**config.mk**
```make
export PLATFORM = sky130hd
export DESIGN_NAME = present_round_ctrl
export DESIGN_NICKNAME = d
export VERILOG_FILES = /design/src/rtl/present_round_ctrl.sv
export SDC_FILE = /design/constraint.sdc
export NUM_CORES = 1
export LEC_CHECK = 0
export BUFFER_PORTS_ARGS = -buffer_cell sky130_fd_sc_hd__buf_4
export CAP_MARGIN = 15
export CORE_MARGIN = 2
export CORE_UTILIZATION = 44
export DETAILED_ROUTE_END_ITERATION = 7
export PLACE_DENSITY_LB_ADDON = 0.1
export SETUP_SLACK_MARGIN = 0.05
export SLEW_MARGIN = 20
export SYNTH_ARGS = -nofsm -noshare
export SYNTH_HDL_FRONTEND = slang
export SYNTH_SLANG_ARGS = --single-unit
```
**constraint.sdc**
```tcl
create_clock -name clk -period 1.75 [get_ports clk]
set_input_delay 0.175 -clock clk [delete_from_list [all_inputs] [get_ports clk]]
set_output_delay 0.175 -clock clk [all_outputs]
set_load 0.1 [all_outputs]
```
**src/rtl/present_round_ctrl.sv**
```systemverilog
// Iterative PRESENT encryption controller: one shared round datapath, SBOX_PAR state S-boxes.
// Build option: define PRESENT_KEY128_EN for the PRESENT-128 key schedule (default PRESENT-80).

module present_sbox (
  input  logic [3:0] nib_i,
  output logic [3:0] sub_c
);
  always_comb begin
    sub_c = 4'h0;
    case (nib_i)
      4'h0: sub_c = 4'hC;
      4'h1: sub_c = 4'h5;
      4'h2: sub_c = 4'h6;
      4'h3: sub_c = 4'hB;
      4'h4: sub_c = 4'h9;
      4'h5: sub_c = 4'h0;
      4'h6: sub_c = 4'hA;
      4'h7: sub_c = 4'hD;
      4'h8: sub_c = 4'h3;
      4'h9: sub_c = 4'hE;
      4'hA: sub_c = 4'hF;
      4'hB: sub_c = 4'h8;
      4'hC: sub_c = 4'h4;
      4'hD: sub_c = 4'h7;
      4'hE: sub_c = 4'h1;
      4'hF: sub_c = 4'h2;
      default: sub_c = 4'h0;
    endcase
  end
endmodule

module present_round_ctrl #(
  parameter int unsigned SBOX_PAR = 16
) (
  input  logic         clk,
  input  logic         rst_n,
  input  logic         in_valid,
  output logic         in_ready,
  input  logic [63:0]  idat,
  input  logic [127:0] ikey,
  output logic         out_valid,
  input  logic         out_ready,
  output logic [63:0]  odat
);

  localparam int unsigned K       = 16 / SBOX_PAR;
  localparam int unsigned CW      = (K > 1) ? $clog2(K) : 1;
  localparam int unsigned SLICE_W = SBOX_PAR * 4;
`ifdef PRESENT_KEY128_EN
  localparam int unsigned KW = 128;
`else
  localparam int unsigned KW = 80;
`endif

  if (!(SBOX_PAR == 1 || SBOX_PAR == 2 || SBOX_PAR == 4 ||
        SBOX_PAR == 8 || SBOX_PAR == 16)) begin : g_bad_par
    $error("present_round_ctrl: SBOX_PAR must be 1, 2, 4, 8 or 16");
  end

  typedef enum logic [2:0] {
    S_IDLE, S_ADD, S_SUB, S_PERM, S_FIN, S_DONE
  } fsm_e;

  fsm_e              fsm_q;
  logic [63:0]       state_q;
  logic [KW-1:0]     key_q;
  logic [4:0]        round_q;
  logic [CW-1:0]     cnt_q;
  logic              in_ready_q;
  logic              out_valid_q;
  logic [63:0]       odat_q;

  logic [63:0]       rkey;
  logic [SLICE_W-1:0] slice_in;
  logic [SLICE_W-1:0] slice_out;
  logic [63:0]       sub_state;
  logic [63:0]       perm_state;
  logic [KW-1:0]     key_rot;
  logic [KW-1:0]     key_next;

  assign rkey = key_q[KW-1 -: 64];

  // Select the nibble group handled this SUB cycle
  always_comb begin
    slice_in = '0;
    for (int unsigned c = 0; c < K; c++) begin
      if (cnt_q == CW'(c)) slice_in = state_q[c*SLICE_W +: SLICE_W];
    end
  end

  for (genvar j = 0; j < SBOX_PAR; j++) begin : g_sbox
    present_sbox u_sbox (
      .nib_i (slice_in[4*j +: 4]),
      .sub_c (slice_out[4*j +: 4])
    );
  end

  always_comb begin
    sub_state = state_q;
    for (int unsigned c = 0; c < K; c++) begin
      if (cnt_q == CW'(c)) sub_state[c*SLICE_W +: SLICE_W] = slice_out;
    end
  end

  // pLayer: bit i -> (16*i) mod 63, bit 63 stays put
  always_comb begin
    perm_state     = state_q;
    perm_state[63] = state_q[63];
    for (int unsigned i = 0; i < 63; i++) begin
      perm_state[(16*i) % 63] = state_q[i];
    end
  end

`ifdef PRESENT_KEY128_EN
  logic [3:0] ks_hi;
  logic [3:0] ks_lo;

  assign key_rot = {key_q[66:0], key_q[127:67]};

  present_sbox u_ksbox_hi (.nib_i(key_rot[127:124]), .sub_c(ks_hi));
  present_sbox u_ksbox_lo (.nib_i(key_rot[123:120]), .sub_c(ks_lo));

  always_comb begin
    key_next          = key_rot;
    key_next[127:124] = ks_hi;
    key_next[123:120] = ks_lo;
    key_next[66:62]   = key_rot[66:62] ^ round_q;
  end
`else
  logic [3:0] ks_hi;
  logic       unused_ikey_hi;

  assign key_rot        = {key_q[18:0], key_q[79:19]};
  assign unused_ikey_hi = ^ikey[127:80];

  present_sbox u_ksbox_hi (.nib_i(key_rot[79:76]), .sub_c(ks_hi));

  always_comb begin
    key_next        = key_rot;
    key_next[79:76] = ks_hi;
    key_next[19:15] = key_rot[19:15] ^ round_q;
  end
`endif

  // Round sequencer: ADD, K x SUB, PERM per round; FIN applies the last whitening key
  always_ff @(posedge clk or negedge rst_n) begin
    if (!rst_n) begin
      fsm_q       <= S_IDLE;
      state_q     <= '0;
      key_q       <= '0;
      round_q     <= 5'd1;
      cnt_q       <= '0;
      in_ready_q  <= 1'b1;
      out_valid_q <= 1'b0;
      odat_q      <= '0;
    end else begin
      case (fsm_q)
        S_IDLE: begin
          if (in_valid) begin
            state_q    <= idat;
            key_q      <= ikey[KW-1:0];
            round_q    <= 5'd1;
            in_ready_q <= 1'b0;
            fsm_q      <= S_ADD;
          end
        end
        S_ADD: begin
          state_q <= state_q ^ rkey;
          cnt_q   <= '0;
          fsm_q   <= S_SUB;
        end
        S_SUB: begin
          state_q <= sub_state;
          if (cnt_q == CW'(K - 1)) begin
            cnt_q <= '0;
            fsm_q <= S_PERM;
          end else begin
            cnt_q <= cnt_q + CW'(1);
          end
        end
        S_PERM: begin
          state_q <= perm_state;
          key_q   <= key_next;
          if (round_q == 5'd31) begin
            fsm_q <= S_FIN;
          end else begin
            round_q <= round_q + 5'd1;
            fsm_q   <= S_ADD;
          end
        end
        S_FIN: begin
          odat_q      <= state_q ^ rkey;
          out_valid_q <= 1'b1;
          fsm_q       <= S_DONE;
        end
        S_DONE: begin
          if (out_ready) begin
            out_valid_q <= 1'b0;
            in_ready_q  <= 1'b1;
            fsm_q       <= S_IDLE;
          end
        end
        default: begin
          in_ready_q  <= 1'b1;
          out_valid_q <= 1'b0;
          fsm_q       <= S_IDLE;
        end
      endcase
    end
  end

  assign in_ready  = in_ready_q;
  assign out_valid = out_valid_q;
  assign odat      = odat_q;

endmodule
```
Word-level counts from Yosys, hierarchy flattened
Memory sizes are Yosys's and may differ from the RTL's.
Cells that the tools add are included.
Widths: inputs -> output; s select.
{"block": "classes", "n_eq_ne": 10, "reduce_logical": 14, "mux": 21, "add_sub_neg": 2, "n_bitwise": 5}
{"operator": "$pmux 64 s4", "n": 1}
{"operator": "$mux 64", "n": 3}
{"operator": "$pmux 80 s2", "n": 1}
{"operator": "$mux 80", "n": 1}
{"operator": "$xor 64x64->64", "n": 1}
{"operator": "$pmux 3 s6", "n": 1}
{"operator": "$mux 3", "n": 4}
{"operator": "$reduce_and 3->1", "n": 4}
{"operator": "$mux 5", "n": 2}
{"operator": "$pmux 5 s2", "n": 1}
{"operator": "$ne 2x2->1 const B", "n": 4}
{"operator": "$reduce_or 4->1", "n": 2}
{"operator": "$eq 3x2->1 const B", "n": 2}
{"operator": "$eq 3x3->1 const B", "n": 2}
{"operator": "$pmux 1 s3", "n": 2}
{"operator": "$add 5x1->5 const B", "n": 1}
{"operator": "$eq 5x5->1 const B", "n": 1}
{"operator": "$xor 5x5->5", "n": 1}
{"operator": "$mux 1", "n": 4}
{"operator": "$reduce_and 2->1", "n": 2}
{"operator": "$reduce_and 4->1", "n": 1}
{"operator": "$reduce_bool 2->1", "n": 2}
{"operator": "$reduce_bool 4->1", "n": 1}
{"operator": "$eq 3x1->1 const B", "n": 1}
{"operator": "5 further kinds", "n": 7}
{"block": "word_totals", "output_inout_bits": 66, "regBits": 219, "in_bits": 196, "romBits": 1088, "memories": 17}
{"memory": "(no name shown)", "depth": 16, "width": 4, "rd": 1, "rd_ports_with_merged_regs": 0, "wr": 0, "line_no": "10", "text": "case (nib_i)"}
{"memory": "(no name shown)", "depth": 16, "width": 4, "rd": 1, "rd_ports_with_merged_regs": 0, "wr": 0, "line_no": "10"}
{"memory": "(no name shown)", "depth": 16, "width": 4, "rd": 1, "rd_ports_with_merged_regs": 0, "wr": 0, "line_no": "10"}
{"memory": "(no name shown)", "depth": 16, "width": 4, "rd": 1, "rd_ports_with_merged_regs": 0, "wr": 0, "line_no": "10"}
{"memory": "(no name shown)", "depth": 16, "width": 4, "rd": 1, "rd_ports_with_merged_regs": 0, "wr": 0, "line_no": "10"}
{"memory": "(no name shown)", "depth": 16, "width": 4, "rd": 1, "rd_ports_with_merged_regs": 0, "wr": 0, "line_no": "10"}
{"memory": "11 more memories"}

Longest topological paths before layout
Gate-level depths: netlist (run 1).
{"block": "depth", "ltp_word": 4, "depth_mapped": 8}

Hierarchy
From an unflattened synthesis (run 1), not the netlist that was laid out.
{"block": "unflattened", "cells_unflattened": 1597, "hier_area_um2": 13839.5}
{"mod": "present_round_ctrl", "instances": 1, "area_each_um2": 11079.4, "cells_each": 1293, "seq_area_each_um2": 5457.7}
{"mod": "present_sbox at g_sbox[0].u_sbox ...", "instances": 15, "area_each_um2": 162.7, "cells_each": 18, "seq_area_each_um2": 0.0}
{"mod": "present_sbox at g_sbox[10].u_sbox ...", "instances": 2, "area_each_um2": 160.2, "cells_each": 17, "seq_area_each_um2": 0.0}

Least setup slack after synthesis (run 1)
Ideal clock, no wire load.
{"block": "synth_path", "path_kind": "register to register", "from": "reg round_q[1]", "to": "reg round_q[3]", "stages_incl_launch_ff": 8, "path_buffers": 0, "required_time_ns": 1.629, "setup_slack_ns": 0.010, "t_arrival_ns": 1.619, "setup_ns": 0.121, "synth_period_minus_slack_ns": 1.740, "path_cell_list": "dfrtp_1 ha_1 and3_1 ha_1 nand3b_1 a211oi_1 xnor2_1 nor2_1"}
{"block": "synth_between", "elab_chain_cells": 3, "word_cells_on_any_way": 6, "cone_classes": "add/sub: 1; eq/ne: 2; mux: 2; reduce/logical: 1"}
{"element": "from (decl)", "line_no": "67", "text": "logic [4:0] round_q;"}
{"element": "from (signal assigned)", "line_no": "187", "text": "round_q <= round_q + 5'd1;"}
{"element": "$add 5x1->5 / $eq 5x5->1 (equally long branches)", "line_no": "187, 184"}
{"element": "$mux 5 / $ne 2x2->1 (equally long branches)"}
{"element": "$pmux 5 s2 / $reduce_and 3->1 (equally long branches)"}
Several ways; a longest one is shown, not always the timed one. The select of a mux whose other input is x is not followed.
A chain may end at the register's enable or synchronous reset.

Worst setup path after layout (run 1)
{"block": "layout_path", "from": "reg fsm_q[0]", "to": "reg key_q[75]"}
{"block": "layout_between", "elab_chain_cells": 3, "word_cells_on_any_way": 6, "cone_classes": "eq/ne: 2; mux: 1; reduce/logical: 3"}
{"element": "from (decl)", "line_no": "64", "text": "fsm_e fsm_q;"}
{"element": "from (signal assigned)", "line_no": "148", "text": "fsm_q <= S_IDLE;"}
{"element": "from (signal assigned)", "line_no": "164", "text": "fsm_q <= S_ADD;"}
{"element": "from (signal assigned)", "line_no": "170", "text": "fsm_q <= S_SUB;"}
{"element": "$eq 3x2->1 / $logic_not 3->1 (equally long branches)", "line_no": "157", "text": "case (fsm_q)"}
{"element": "$reduce_bool 2->1 (no source line) / $ne 2x2->1 (equally long branches)"}
{"element": "$reduce_and 2->1 (no source line)"}
{"element": "to (signal assigned)", "line_no": "161", "text": "key_q <= ikey[KW-1:0];"}
{"element": "to (signal assigned)", "line_no": "183", "text": "key_q <= key_next;"}
{"element": "to (decl)", "line_no": "66", "text": "logic [KW-1:0] key_q;"}
Several ways; a longest one is shown, not always the timed one.

==> flow_summary_export.csv, run 1 <==
group,metric,value,unit
synthesis,synth_top_family_by_area,"compound AO/OA/AOI/OAI gates",
placement,dp_worst_setup_slack,-0.2218,ns
timing,fmax,568.8,MHz
run_status,violations,"negative setup slack",
critical_path,critPathKind,"reg -> reg",
clock_network,cts_sinks,218,
power_and_ir_drop,power_density,2193,mW/mm^2
global_routing,grt_usage,30.71,%
critical_path,startpoint_type,"register",
timing,finalHoldViolCount,0,
clock_network,clockRootBuffer,"clkbuf_16",
critical_path,crit_path_frequent_cell,"buf_12",
clock_network,clkTransAtPathRegs,0.06,ns
placement,portBuffers,213,
critical_path,path_cells,"or3b_4 -> a21oi_4 -> buf_12 -> buf_12 -> nor2_1 -> a31oi_1",
die,coreArea,0.03059,mm^2
timing,grt_setup_unrepaired,"yes",
final_layout,area_delta_synth_final,43.19,%
drt,drt-pass1-iter-count,5,
die,dieArea,0.03243,mm^2
min_path,hold_path.class,"in -> reg",
clock_network,clock_path_buffers,3,
synthesis,synth_seq_cells,218,
final_layout,drive_gt1_share,30.73,%
drt,antenna_left,0,
synthesis,synth_compound_area_share,20.80,%
final_layout,instances_no_fill,2254,
placement,placedCellCount,2085,
global_routing,grt_max_degree,45,
drt,vias,13004,
die,start_util,44.60,%
synthesis,avgSynthCellArea,9.588,um^2
clock_network,clkLatencyLatePin,0.54,ns
critical_path,endpoint_kind,"register",
synthesis,synth-simple-area-share,8.703,%
timing,finClkSkew,0.01069,ns
final_layout,final_design_area_no_fill,0.01954,mm^2
final_layout,diodes,0,
critical_path,cp_max_fo,11,
critical_path,slowest_delay,0.51,ns
synthesis,syn_nets,1706,
critical_path,cp.required,2.20,ns
drt,routed_wirelength,51340,um
global_routing,grt_first_pass_wirelength,76990,um
critical_path,slowest_stage,"dfrtp_2",
power_and_ir_drop,ir_drop,0.8879,mV
drt,drtIter0Drc,1041,
die,die_x,180.1,um
clock_network,cts_buffers,26,
synthesis,synth_xor_area_share,5.585,%
timing,slew_viol_final,0,
die,rows,64,
die,pin_count,262,
flow_run,cap_violations,0,
synthesis,synth_area_leader_cell,"dfrtp_1",
power_and_ir_drop,power.total,0.04284,W
synthesis,ys.warnings.count,0,
synthesis,synth_mux_area_share,11.01,%
critical_path,critPathTopFamily,"simple AND/OR/NAND/NOR gates",
critical_path,critPathBufInv,2,
drt,via_per_inst,5.769,
global_routing,antenna_found_initial,0,
synthesis,yosysTopAreaCellShare,39.62,%
clock_network,cts_tree,"done",
global_routing,grt-ovfl-total,0,
drt,wl_per_cell,22.78,um
placement,hpwl,36950,um
global_routing,grt_pass1_vias,12690,
power_and_ir_drop,p_leak,8.612,nW
die,fp.dieH,180.1,um
timing,tightest_slew,0.4734,ns
timing,setup_violations,1,
synthesis,synth-adder-area-share,7.979,%
synthesis,async_reset_ff_share,100.0,%
synthesis,synthTopCellsByCount,"dfrtp_1 (216), nand2_1 (145), a21oi_1 (131), nor2_1 (112), o21ai_0 (112)",
synthesis,synthTopCellsByArea,"dfrtp_1 (40%), ha_1 (8.0%), mux2i_1 (5.7%), a21oi_1 (4.8%), xnor2_1 (4.2%)",
timing,period_share,100.5,%
drt,drc,0,
run_status,status,"finished with violations",
synthesis,syn_area,0.01364,mm^2
synthesis,yosys_most_used_dff,"dfrtp_1",
synthesis,synth_edf_count,0,
synthesis,synth_cells,1423,
clock_network,h-tree-depth,1,
final_layout,nets,2122,
synthesis,yosysMostFrequentCell,"dfrtp_1",
placement,globalplace.congestion,0.9465,
synthesis,synth_seq_area_share,40.00,%
timing,slew_headroom,68.11,%
timing,fin_crit,1.758,ns
critical_path,cp.arrival,2.21,ns
placement,dpl-instance-area,0.01687,mm^2
timing,setup_slack,-0.008188,ns
synthesis,yosysUniqueCellTypes,50,
## flip-flops by register name, indices dropped and copies added, names as in the netlist
signal / cells
key_q: 80
fsm_q: 3
round_q: 5
odat: 64
in_ready: 1
state_q: 64
out_valid: 1
## cell type report
type | count | area [um^2]
Tap cell | 396 | 495.5
Clock inverter | 7 | 87.58
Clock buffer | 40 | 814.5
Fill cell | 2502 | 11050
Timing Repair Buffer | 514 | 4723
Sequential cell | 218 | 5470
Multi-Input combinational cell | 1021 | 7726
Inverter | 58 | 217.7
## placed cells by master (no fill, tap or decap), types with 16 or more instances in the layout
| cell type | instances |
|---|---|
| a211oi_1 | 16 |
| a21oi_1 | 130 |
| a221o_1 | 42 |
| buf_12 | 29 |
| buf_4 | 361 |
| buf_6 | 17 |
| clkbuf_16 | 34 |
| dfrtp_1 | 206 |
| dlygate4sd3_1 | 94 |
| ha_1 | 83 |
| inv_1 | 53 |
| mux2i_1 | 71 |
| mux4_2 | 24 |
| nand2_1 | 145 |
| nor2_1 | 93 |
| o21ai_0 | 70 |
| o21ai_1 | 49 |
| xnor2_1 | 65 |
| xor2_1 | 22 |
## path summary, 6_finish.rpt
| path | cells after the start | slack (ns) | endpoint | start |
|---|---|---|---|---|
| setup reg to reg | 6 | -0.008 | key_q[75]$_DFFE_PN0P_ | fsm_q[0]$_DFFE_PN0P_ |
| setup / recovery | 6 | -0.008 | key_q[75]$_DFFE_PN0P_ | fsm_q[0]$_DFFE_PN0P_ |
| max in group asynchronous | 3 | 0.96 | round_q[0]$_DFFE_PN1P_ | rst_n |
| hold / removal | 3 | 0.008 | state_q[27]$_DFFE_PN0P_ | idat[27] |
| hold reg to reg | 1 | 0.49 | odat[29]$_DFFE_PN0P_ | odat[29]$_DFFE_PN0P_ |
| min in group asynchronous | 2 | 0.17 | odat[14]$_DFFE_PN0P_ | rst_n |
## kinds of logic after synthesis
group,after synthesis
buffers and inverters,184
adder cells (fa/ha/maj),87
AND/OR/NAND/NOR,291
XOR/XNOR,87
AO/OA/AOI/OAI,438
multiplexers,118
flip-flops,218
## per-layer routing
layer / routed length, um / GRT usage [%]
met4: 1667 / 8.839
met5: 0 / 0
met1: 21960 / 43.24
met2: 23580 / 48.52
met3: 4135 / 5.760
## worst min-delay path, delay by kind of cell
kind | cells | cell delay [ns]
AOI/OAI and AO/OA | 2 | 0.22
buffers and inverters | 1 | 0.11
## what timing repair did
item,CTS,global route
hold buffers,94,0
cloned,3,7
buffers inserted,6,13
pin swaps,9,13
setup endpoints to repair,59,162
hold endpoints to repair,312,0
resized for setup,21,130
## per-stage QoR
step            TNS [ns]  hold WS, ns  util [%]
6_report       -0.008188     0.008149     63.86
5_1_grt           -1.114      0.01893     63.86
4_1_cts                0     0.003611     61.92
3_5_place_dp     -0.4326       0.1267     55.15
3_3_place_gp     -0.3550       0.1300     55.15
2_1_floorplan          0      -0.1206         -
## power by group
group	internal (W)	switching (W)	leakage, nW
clock network	0.00348	0.00227	0.446
logic	0.0117	0.0146	5.63
registers	0.00733	0.00349	2.54
Note: power is estimated with default switching activity, not from simulation.
==> inputs of run 2 (changes only) <==
clock period = 2.02 ns   (was 1.75 ns; I/O delays follow)
==> flow_summary_export.csv, run 2 (synthesized netlist as in run 1, its figures left out) <==
group,metric,value,unit
power_and_ir_drop,power_density,1893,mW/mm^2
critical_path,cp.arrival,2.35,ns
timing,hold_slack,0.01166,ns
final_layout,final_design_area_no_fill,0.01784,mm^2
clock_network,clock_path_buffers,3,
critical_path,r2r-start,"fsm_q[1]$_DFFE_PN0P_",
power_and_ir_drop,ir_drop,0.7632,mV
clock_network,clockRootBuffer,"clkbuf_16",
timing,grt_setup_unrepaired,"yes",
critical_path,path_cells,"inv_1 -> and3_4 -> buf_4 -> nor2_1 -> a21oi_1",
placement,portBuffers,213,
critical_path,cp_max_fo,29,
final_layout,mostFrequentLayoutCells,"buf_4 (283), dfrtp_1 (213), nand2_1 (145)",
critical_path,startpoint_type,"register",
power_and_ir_drop,power.total,0.03376,W
final_layout,drive_gt1_share,22.10,%
global_routing,antenna_found_initial,0,
drt,wl_per_cell,22.67,um
die,fp.dieH,180.1,um
global_routing,grt-ovfl-total,0,
timing,setup_violations,0,
placement,dpl-instance-area,0.01608,mm^2
run_status,status,"completed",
clock_network,h-tree-depth,1,
final_layout,nets,1997,
timing,finClkSkew,0.02417,ns
min_path,worstHoldStart,"idat[14]",
timing,fin_crit,1.873,ns
die,die_x,180.1,um
drt,routed_wirelength,48280,um
final_layout,top_register,"key_q",
clock_network,cts_tree,"done",
critical_path,endpoint_kind,"register",
global_routing,grt_usage,29.21,%
final_layout,layout.cells.most_common,"buf_4",
drt,vias,12189,
timing,slew_headroom,60.00,%
timing,slew_viol_final,0,
die,start_util,44.60,%
die,coreArea,0.03059,mm^2
die,pin_count,262,
drt,via_per_inst,5.725,
timing,period_share,92.73,%
placement,hpwl,35570,um
min_path,hold_path.class,"in -> reg",
critical_path,critPathKind,"reg -> reg",
clock_network,clkLatencyLatePin,0.56,ns
drt,drt-pass1-iter-count,5,
timing,finalHoldViolCount,0,
clock_network,clkTransAtPathRegs,0.07,ns
drt,antenna_left,0,
clock_network,cts_buffers,26,
flow_run,cap_violations,0,
die,dieArea,0.03243,mm^2
critical_path,cp.required,2.50,ns
final_layout,area_delta_synth_final,30.75,%
critical_path,slowest_stage,"and3_4",
critical_path,slowest_delay,0.55,ns
clock_network,post-cts-setup-buffers,0,
timing,tightest_slew,0.5958,ns
final_layout,diodes,0,
timing,fmax,533.8,MHz
final_layout,nFillCells,2681,
global_routing,grt_max_degree,69,
critical_path,cp-startpoint,"fsm_q[1]$_DFFE_PN0P_",
power_and_ir_drop,p_leak,7.819,nW
global_routing,grt_first_pass_wirelength,72740,um
placement,globalplace.congestion,0.9225,
clock_network,cts_sinks,218,
final_layout,largest_register_ffs,80,
drt,drc,0,
global_routing,grt_pass1_vias,11900,
die,rows,64,
drt,drtIter0Drc,1164,
## run 2: cell count changes in the layout (fill, tap and decap cells not counted), moves of 11 or more
cell     change
o21ai_1     -42
o21ai_0     +42
buf_4       -78
buf_6       -17
nor2_1      +17
buf_12      -11
nor2_2      -14
## run 2: repair_timing
action	in CTS	in global routing
gates resized for setup	1	11
endpoints found under the setup margin	1	21
endpoints found under the hold margin	247	0
hold buffers	87	0
cloned	0	0
## run 2: area by class of cell
class	count	area [um^2]	share of cell area, %
repair buffers	389	3371	18.90
multi-input cells	1021	7438	41.70
inverters	58	217.7	1.220
clock inverters	8	93.84	0.5261
clock buffers	39	760.7	4.265
flip-flops and latches	218	5461	30.62
well taps	396	495.5	2.778
## run 2: critical path: cells and delay by family, from the launching register on
kind,cells,cell delay (ns)
and+or+nand+nor,2,0.62
AOI/OAI and AO/OA,1,0.12
buffers and inverters,2,0.59
DFF,1,0.45
## run 2: worst paths after layout
check                                          end  slack, ns  cells after the start
setup / recovery              odat[25]$_DFFE_PN0P_       0.15                      5
hold / removal             state_q[14]$_DFFE_PN0P_       0.01                      3
setup reg to reg              odat[25]$_DFFE_PN0P_       0.15                      5
hold reg to reg               odat[58]$_DFFE_PN0P_       0.49                      1
max in group asynchronous    key_q[30]$_DFFE_PN0P_       1.13                      3
min in group asynchronous  state_q[16]$_DFFE_PN0P_       0.12                      2
## run 2: per-layer routing
| layer | vias to the layer above | part of all wire (%) | global-route usage, % |
|---|---|---|---|
| li1 | 5648 | - | - |
| met1 | 5975 | 43 | 40.94 |
| met2 | 488 | 45 | 45.58 |
| met3 | 78 | 8.3 | 6.184 |
| met4 | 0 | 3.2 | 8.968 |
| met5 | - | 0 | 0 |
## run 2: metrics by stage
stage / instances / setup slack (ns) / setup TNS, ns / util (%)
floorplan: 1423 / 0.2797 / 0 / -
global placement: 1995 / -0.03136 / -0.03136 / 52.57
finish: 2129 / 0.1468 / 0 / 58.32
detailed placement: 1995 / 0.009545 / 0 / 52.57
global route: 2129 / 0.04125 / 0 / 58.32
CTS: 2129 / 0.05060 / 0 / 58.21
## run 2: report_power, final
group	leakage (nW)	switching (W)	internal [W]
Combinational	4.85	0.0113	0.00798
Clock	0.423	0.00197	0.00284
Sequential	2.55	0.00330	0.00633
